[src/rtl/nand_pkg.sv]
// Shared constants, state encoding and byte-selection helpers for the NAND
// command sequencer.
package nand_pkg;

    localparam int REQ_W     = 3;
    localparam int REQ_READ  = 0;
    localparam int REQ_PROG  = 1;
    localparam int REQ_ERASE = 2;

    localparam logic [7:0] OP_READ1  = 8'h00;
    localparam logic [7:0] OP_READ2  = 8'h30;
    localparam logic [7:0] OP_PROG1  = 8'h80;
    localparam logic [7:0] OP_PROG2  = 8'h10;
    localparam logic [7:0] OP_ERASE1 = 8'h60;
    localparam logic [7:0] OP_ERASE2 = 8'hD0;

    typedef enum logic [2:0] {
        S_IDLE, S_CMD1, S_ADDR, S_DATA, S_CMD2, S_WAIT_TWB, S_WAIT_RB, S_FINISH
    } state_t;

    typedef enum logic [1:0] {CMD_READ, CMD_PROG, CMD_ERASE} cmd_t;

    function automatic logic [7:0] first_opcode(input cmd_t c);
        logic [7:0] op;
        case (c)
            CMD_PROG:  op = OP_PROG1;
            CMD_ERASE: op = OP_ERASE1;
            default:   op = OP_READ1;
        endcase
        return op;
    endfunction

    function automatic logic [7:0] second_opcode(input cmd_t c);
        logic [7:0] op;
        case (c)
            CMD_PROG:  op = OP_PROG2;
            CMD_ERASE: op = OP_ERASE2;
            default:   op = OP_READ2;
        endcase
        return op;
    endfunction

    function automatic logic [2:0] last_addr_idx(input cmd_t c);
        return (c == CMD_ERASE) ? 3'd2 : 3'd4;
    endfunction

    // Erase skips the two column bytes, so its index maps straight onto the row.
    function automatic logic [7:0] addr_byte(input cmd_t c, input logic [2:0] idx,
                                             input logic [15:0] col, input logic [23:0] row);
        logic [7:0] b;
        logic [2:0] ri;
        ri = (c == CMD_ERASE) ? idx : idx - 3'd2;
        if (c != CMD_ERASE && idx < 3'd2)
            b = idx[0] ? col[15:8] : col[7:0];
        else begin
            case (ri)
                3'd0:    b = row[7:0];
                3'd1:    b = row[15:8];
                default: b = row[23:16];
            endcase
        end
        return b;
    endfunction

endpackage

[src/rtl/nand_cmd_sequencer_if.sv]
// Host-side request/status bundle of the NAND command sequencer.
interface nand_cmd_sequencer_if;
    import nand_pkg::*;

    logic [REQ_W-1:0] req_pulse;
    logic [15:0]      col_addr;
    logic [23:0]      row_addr;
    logic             data_ack;
    logic             busy;
    logic             data_req;
    logic             done;
    logic             timeout;
    logic             req_err;

    modport master (output req_pulse, col_addr, row_addr, data_ack,
                    input  busy, data_req, done, timeout, req_err);
    modport slave  (input  req_pulse, col_addr, row_addr, data_ack,
                    output busy, data_req, done, timeout, req_err);

endinterface

[src/rtl/nand_bus_cycle.sv]
// One WE_n strobe: low for TWP clocks, high for TWH clocks; cycle_done marks
// the last high clock so the next strobe can follow without a gap.
module nand_bus_cycle #(
    parameter int TWP = 2,
    parameter int TWH = 2
) (
    input  logic out_clk,
    input  logic rst,
    input  logic start,
    output logic we_n,
    output logic cycle_done
);

    logic        active;
    logic        low_ph;
    logic [15:0] cnt;

    assign cycle_done = active && !low_ph && (cnt == 16'(TWH - 1));
    assign we_n       = !(active && low_ph);

    always_ff @(posedge out_clk) begin
        if (rst) begin
            active <= 1'b0;
            low_ph <= 1'b0;
            cnt    <= 16'd0;
        end else if (start && (!active || cycle_done)) begin
            active <= 1'b1;
            low_ph <= 1'b1;
            cnt    <= 16'd0;
        end else if (active) begin
            if (low_ph && cnt == 16'(TWP - 1)) begin
                low_ph <= 1'b0;
                cnt    <= 16'd0;
            end else if (cycle_done) begin
                active <= 1'b0;
                cnt    <= 16'd0;
            end else if (cnt != 16'hFFFF) begin
                cnt <= cnt + 16'd1;
            end
        end
    end

endmodule

[src/rtl/nand_cmd_sequencer.sv]
// NAND read/program/erase command sequencer: opcode, address bytes, optional
// program data handoff, second opcode, then tWB and ready/busy wait.
module nand_cmd_sequencer
    import nand_pkg::*;
#(
    parameter int TWP  = 2,
    parameter int TWH  = 2,
    parameter int TWB  = 4,
    parameter int TOUT = 65535
) (
    input  logic                 out_clk,
    input  logic                 rst,
    nand_cmd_sequencer_if.slave  host,
    input  logic                 nand_rb_n,
    output logic                 nand_ce_n,
    output logic                 nand_cle,
    output logic                 nand_ale,
    output logic                 nand_we_n,
    output logic [7:0]           nand_dq_out,
    output logic                 nand_dq_oe
);

    state_t      state, state_nxt;
    cmd_t        cmd, req_cmd;
    logic [15:0] col_q;
    logic [23:0] row_q;
    logic [2:0]  byte_idx, byte_nxt;
    logic [15:0] wait_cnt;
    logic [7:0]  dq_q, dq_nxt;
    logic        done_q, tout_q, err_q;
    logic        accept, bc_start, cycle_done, rb_done, rb_tout;

    assign req_cmd = host.req_pulse[REQ_PROG]  ? CMD_PROG  :
                     host.req_pulse[REQ_ERASE] ? CMD_ERASE : CMD_READ;

    nand_bus_cycle #(.TWP(TWP), .TWH(TWH)) u_bus (
        .out_clk    (out_clk),
        .rst        (rst),
        .start      (bc_start),
        .we_n       (nand_we_n),
        .cycle_done (cycle_done)
    );

    // Each bus state launches its strobe in the transition cycle so WE_n
    // falls together with the new byte on the first clock of the state.
    always_comb begin
        state_nxt = state;
        bc_start  = 1'b0;
        dq_nxt    = dq_q;
        byte_nxt  = byte_idx;
        accept    = 1'b0;
        rb_done   = 1'b0;
        rb_tout   = 1'b0;
        case (state)
            S_IDLE: if ($onehot(host.req_pulse)) begin
                accept    = 1'b1;
                state_nxt = S_CMD1;
                bc_start  = 1'b1;
                dq_nxt    = first_opcode(req_cmd);
            end
            S_CMD1: if (cycle_done) begin
                state_nxt = S_ADDR;
                bc_start  = 1'b1;
                byte_nxt  = 3'd0;
                dq_nxt    = addr_byte(cmd, 3'd0, col_q, row_q);
            end
            S_ADDR: if (cycle_done) begin
                if (byte_idx == last_addr_idx(cmd)) begin
                    if (cmd == CMD_PROG) begin
                        state_nxt = S_DATA;
                    end else begin
                        state_nxt = S_CMD2;
                        bc_start  = 1'b1;
                        dq_nxt    = second_opcode(cmd);
                    end
                end else begin
                    byte_nxt = byte_idx + 3'd1;
                    bc_start = 1'b1;
                    dq_nxt   = addr_byte(cmd, byte_idx + 3'd1, col_q, row_q);
                end
            end
            S_DATA: if (host.data_ack) begin
                state_nxt = S_CMD2;
                bc_start  = 1'b1;
                dq_nxt    = second_opcode(cmd);
            end
            S_CMD2:     if (cycle_done) state_nxt = S_WAIT_TWB;
            S_WAIT_TWB: if (wait_cnt == 16'(TWB - 1)) state_nxt = S_WAIT_RB;
            S_WAIT_RB: begin
                if (nand_rb_n) begin
                    state_nxt = S_FINISH;
                    rb_done   = 1'b1;
                end else if (wait_cnt == 16'(TOUT - 1)) begin
                    state_nxt = S_FINISH;
                    rb_tout   = 1'b1;
                end
            end
            S_FINISH: state_nxt = S_IDLE;
            default:  state_nxt = S_IDLE;
        endcase
    end

    always_ff @(posedge out_clk) begin
        if (rst) begin
            state    <= S_IDLE;
            cmd      <= CMD_READ;
            col_q    <= 16'd0;
            row_q    <= 24'd0;
            byte_idx <= 3'd0;
            wait_cnt <= 16'd0;
            dq_q     <= 8'h00;
            done_q   <= 1'b0;
            tout_q   <= 1'b0;
            err_q    <= 1'b0;
        end else begin
            state    <= state_nxt;
            byte_idx <= byte_nxt;
            dq_q     <= dq_nxt;
            done_q   <= rb_done;
            tout_q   <= rb_tout;
            err_q    <= (state != S_IDLE) && (|host.req_pulse);
            if (accept) begin
                cmd   <= req_cmd;
                col_q <= host.col_addr;
                row_q <= host.row_addr;
            end
            if (state_nxt != state)
                wait_cnt <= 16'd0;
            else if (wait_cnt != 16'hFFFF)
                wait_cnt <= wait_cnt + 16'd1;
        end
    end

    assign nand_ce_n     = (state == S_IDLE);
    assign nand_cle      = (state == S_CMD1) || (state == S_CMD2);
    assign nand_ale      = (state == S_ADDR);
    assign nand_dq_oe    = nand_cle || nand_ale;
    assign nand_dq_out   = dq_q;
    assign host.busy     = (state != S_IDLE);
    assign host.data_req = (state == S_DATA);
    assign host.done     = done_q;
    assign host.timeout  = tout_q;
    assign host.req_err  = err_q;

endmodule

[src/flat_wrapper.sv]
// flat-port wrapper written by rule: the top's interface ports become plain ports
module nand_cmd_sequencer_flat import nand_pkg::*;
#(
    parameter int TWP  = 2,
    parameter int TWH  = 2,
    parameter int TWB  = 4,
    parameter int TOUT = 65535
)
  (out_clk, rst, nand_rb_n, nand_ce_n, nand_cle, nand_ale, nand_we_n, nand_dq_out, nand_dq_oe, host_req_pulse, host_col_addr, host_row_addr, host_data_ack, host_busy, host_data_req, host_done, host_timeout, host_req_err);
  nand_cmd_sequencer_if host_i ();
  input  logic out_clk;
  input  logic rst;
  input  logic nand_rb_n;
  output logic nand_ce_n;
  output logic nand_cle;
  output logic nand_ale;
  output logic nand_we_n;
  output logic [7:0] nand_dq_out;
  output logic nand_dq_oe;
  input wire logic [$bits(host_i.req_pulse)-1:0] host_req_pulse;
  input wire logic [$bits(host_i.col_addr)-1:0] host_col_addr;
  input wire logic [$bits(host_i.row_addr)-1:0] host_row_addr;
  input wire logic [$bits(host_i.data_ack)-1:0] host_data_ack;
  output wire logic [$bits(host_i.busy)-1:0] host_busy;
  output wire logic [$bits(host_i.data_req)-1:0] host_data_req;
  output wire logic [$bits(host_i.done)-1:0] host_done;
  output wire logic [$bits(host_i.timeout)-1:0] host_timeout;
  output wire logic [$bits(host_i.req_err)-1:0] host_req_err;
  assign host_i.req_pulse = host_req_pulse;
  assign host_i.col_addr = host_col_addr;
  assign host_i.row_addr = host_row_addr;
  assign host_i.data_ack = host_data_ack;
  assign host_busy = host_i.busy;
  assign host_data_req = host_i.data_req;
  assign host_done = host_i.done;
  assign host_timeout = host_i.timeout;
  assign host_req_err = host_i.req_err;
  nand_cmd_sequencer #(.TWP(TWP), .TWH(TWH), .TWB(TWB), .TOUT(TOUT)) u_core (.out_clk(out_clk), .rst(rst), .host(host_i), .nand_rb_n(nand_rb_n), .nand_ce_n(nand_ce_n), .nand_cle(nand_cle), .nand_ale(nand_ale), .nand_we_n(nand_we_n), .nand_dq_out(nand_dq_out), .nand_dq_oe(nand_dq_oe));
endmodule
[config.mk]
export PLATFORM = sky130hd
export DESIGN_NAME = nand_cmd_sequencer_flat
export DESIGN_NICKNAME = d
export VERILOG_FILES = /design/src/rtl/nand_pkg.sv /design/src/rtl/nand_cmd_sequencer_if.sv /design/src/rtl/nand_bus_cycle.sv /design/src/rtl/nand_cmd_sequencer.sv /design/src/flat_wrapper.sv
export SDC_FILE = /design/constraint.sdc
export NUM_CORES = 1
export LEC_CHECK = 0
export ABC_AREA = 1
export BUFFER_PORTS_ARGS = -buffer_cell sky130_fd_sc_hd__buf_4
export CAP_MARGIN = 0
export CORE_AREA = 2 2 85 103
export CTS_CLUSTER_DIAMETER = 100
export DETAILED_ROUTE_END_ITERATION = 10
export DIE_AREA = 0 0 87 105
export PLACE_DENSITY = 0.81
export SKIP_CTS_REPAIR_TIMING = 1
export SLEW_MARGIN = 5
export SYNTH_ARGS = -nofsm -noshare
export SYNTH_HDL_FRONTEND = slang
export SYNTH_SLANG_ARGS = --single-unit
[constraint.sdc]
create_clock -name out_clk -period 3.7 [get_ports out_clk]
set_clock_uncertainty 0.05 [all_clocks]
set_input_delay 0.185 -clock out_clk [delete_from_list [all_inputs] [get_ports out_clk]]
set_output_delay 0.185 -clock out_clk [all_outputs]
set_load 0.02 [all_outputs]
==> metrics.md <==
| Metric | Value |
|---|---|
| Layout cell share with drive strength beyond 1 | `0.1443` |
| Async set or reset register ratio after synthesis | `0` |
| Largest net degree at the start of global routing | `48` |
| Final Power | `2.121 mW` |
| Die X | `87 µm` |
| Layout area overhead | `15.46%` |
| Slew of the pin with the lowest slew margin | `0.6767 ns` |
| Max cap viols | `0` |
| WP buf/inv | `3` |
| Post-synthesis sequential area ratio | `0.3789` |
| WL final | `11720 µm` |
| Place WS | `0.9420 ns` |
| Routed wl met2 | `6094 µm` |
| DRT iter0 DRCs | `186` |
| Synth Register Bits | `93` |
| Required time worst endpoint | `3.92 ns` |
| Syn_nets | `782` |
| Dpl hpwl | `8760 µm` |
| Dpl cell area | `5413 µm²` |
| Met3 wire length | `477 µm` |
| Critical path capture point type | `register` |
| CP dominant cell by count | `nand2_1` |
| Synth top area share | `0.3789` |
| Synth cell count leaders | `139 x nand2_1, 116 x nor2_1, 93 x dfxtp_1, 74 x inv_1, 61 x o21ai_0` |
| Fin util | `0.7036` |
| Initial antenna violation count | `0` |
| Ranking of synthesized cells by area | `dfxtp_1 38%, nand2_1 11%, nor2_1 8.9%` |
| Core area | `8063 µm²` |
| Clk slew on worst S/H paths | `0.10 ns` |
| Period utilisation layout | `0.7603` |
| Worst Path Arrival | `3.03 ns` |
| GPL Wtd Cong | `0.9219` |
| Mapped Area | `4913 µm²` |
| Initial Utilization | `0.6094` |
| Total grt overflow | `0` |
| First-pass GRT wire length | `20020 µm` |
| CTS tree | `done` |
| Count of buffers from port buffering | `64` |
| GRT Total Usage | `0.2639` |
| Die Span Y | `105 µm` |
| Placed insts | `861` |
| Vias in the first global route | `4604` |
| Hold slack final | `-0.007946 ns` |
| Failing checks | `negative hold slack` |
| Max Slew Vio Count | `0` |
| Internal power component | `1.462 mW` |
| Fin. Hold Viols | `5` |
| Post-route antenna net violation count | `0` |
| RSZ-0062 raised after global routing | `false` |
| CP max stage delay | `0.45 ns` |
| Fin Setup TNS | `0 ns` |
| CTS root buffer | `clkbuf_8` |
| CP Cell Sequence | `inv_1, ha_1, inv_2, o21ai_1, nand2_1, nor2_2, nand2_1, o21ai_1, inv_1, nand4_1, nand2_1, nor2_2, nand3_2, nor2_1` |
| Num CTS Buffers | `9` |
| Top Family by Delay on Critical Path | `simple AND/OR/NAND/NOR gates` |
| Vias | `4772` |
| Cell count after synthesis | `725` |
| Final Instance Area | `5673 µm²` |
| Insertion delay to the later sink of the worst-skew pair | `0.36 ns` |
| Max Fclk | `0.3555 GHz` |
| Clock Sinks | `93` |
| Detailed-route DRC error count | `0` |
| Max Root-Sink Buffers | `2` |
| Slack of the critical path | `0.8869 ns` |
| Period minus WS final | `2.813 ns` |
| Post-synth EDFFs | `0` |
| Row count | `36` |
| Worst hold path class | `in -> reg` |
| Slew HR | `0.5464` |
| Post-synthesis cell type count | `38` |
| Primary FF master, synth | `dfxtp_1` |
| Count leader, synth | `nand2_1` |
| Slowest library cell on the worst path | `ha_1` |
| Max layer used | `met4` |
| Antenna Cells | `0` |
| Leading area contributor after synthesis | `dfxtp_1` |
| IO Count | `65` |
| Vias per inst | `5.392` |
| Crit Path Category | `reg -> reg` |
| Clock network power share | `0.300` |
| Sw frac | `0.3107` |
| Status | `finished, violations left` |
| Final setup fails | `0` |
| PwrDens | `374.0 nW/µm²` |
| Met1 WL | `5002 µm` |
| R2r setup slk | `0.89 ns` |
| Crit Path Max Fanout | `16` |
| Net switching power | `659.1 µW` |
| Nets | `842` |
| Startpoint Class | `register` |
| Leakage power | `2.366 nW` |
| WL/cell | `13.24 µm` |
| Drt first pass iters | `7` |
| Worst VDD drop | `0.0003385 V` |
| H-tree Lvls | `3` |
| Syn Area/Cell | `6.777 µm²` |
| Total die area | `9135 µm²` |
| Power share of the combinational group | `0.177` |
| YS warnings | `0` |
| Fin cells | `885` |
| Flop pwr share | `0.524` |
-- worst min-delay path: stages --
cell	delay, ns
buf_4	0.08
nor2_1	0.03
nor2_1	0.08
-- power groups by stage --
| stage | combinational [mW] | sequential [mW] | clock (mW) |
|---|---|---|---|
| after floorplan | 0.257 | 1.12 | 0 |
| after global placement | 0.358 | 1.13 | 0 |
| after detailed placement | 0.367 | 1.13 | 0 |
| after CTS | 0.369 | 1.11 | 0.644 |
| after global routing | 0.428 | 1.12 | 0.687 |
| final | 0.375 | 1.11 | 0.636 |
-- placed cells by master, fill, tap and decap left out, types with 10 or more instances in the layout --
master    instances
dfxtp_1          93
buf_4            68
nor2_2           16
xor2_1           19
inv_1            74
nand4_1          10
nand3_1          41
nand2_1         139
a21oi_1          52
o21ai_0          61
nor2_1          116
o211ai_1         14
nor3_1           15
-- state kept, by name, indices dropped and copies added, names as in the netlist --
register	count
u_core.host.timeout	1
u_core.state	3
u_core.cmd	2
u_core.nand_dq_out	8
u_core.u_bus.active	1
u_core.host.req_err	1
u_core.byte_idx	3
u_core.col_q	16
u_core.u_bus.cnt	16
u_core.row_q	24
u_core.u_bus.low_ph	1
u_core.wait_cnt	16
u_core.host.done	1
-- cell type report --
cell class	instances	area, µm²
repair buffers	76	590.6
clock inverters	7	56.30
multi-input cells	527	2629
clock buffers	9	123.9
well taps	95	118.9
fillers	729	2390
flip-flops and latches	93	1862
inverters	78	292.8
-- worst paths after layout --
path | from | end | depth (start not counted)
max | u_core.cmd[0]$_SDFFE_PP0P_ | u_core.wait_cnt[2]$_SDFFE_PP0P_ | 14
min | host_row_addr[11] | u_core.row_q[11]$_SDFFE_PP0P_ | 3
min reg2reg | u_core.col_q[13]$_SDFFE_PP0P_ | u_core.col_q[13]$_SDFFE_PP0P_ | 2
max reg2reg | u_core.cmd[0]$_SDFFE_PP0P_ | u_core.wait_cnt[2]$_SDFFE_PP0P_ | 14
-- layer usage --
metal  up-vias  global-route usage
met3        11             0.04028
met5         -                   0
met4         0             0.06808
met2       118              0.4793
li1       2473                   -
met1      2170              0.3169
-- cells by family after synthesis --
kind of cell / share of synthesized area
buf+inv: 0.08607
fa+ha+maj: 0.02699
flops: 0.3789
simple gates: 0.3173
compound gates: 0.1533
xor+xnor: 0.03743
(Power assumes the default switching activity.)
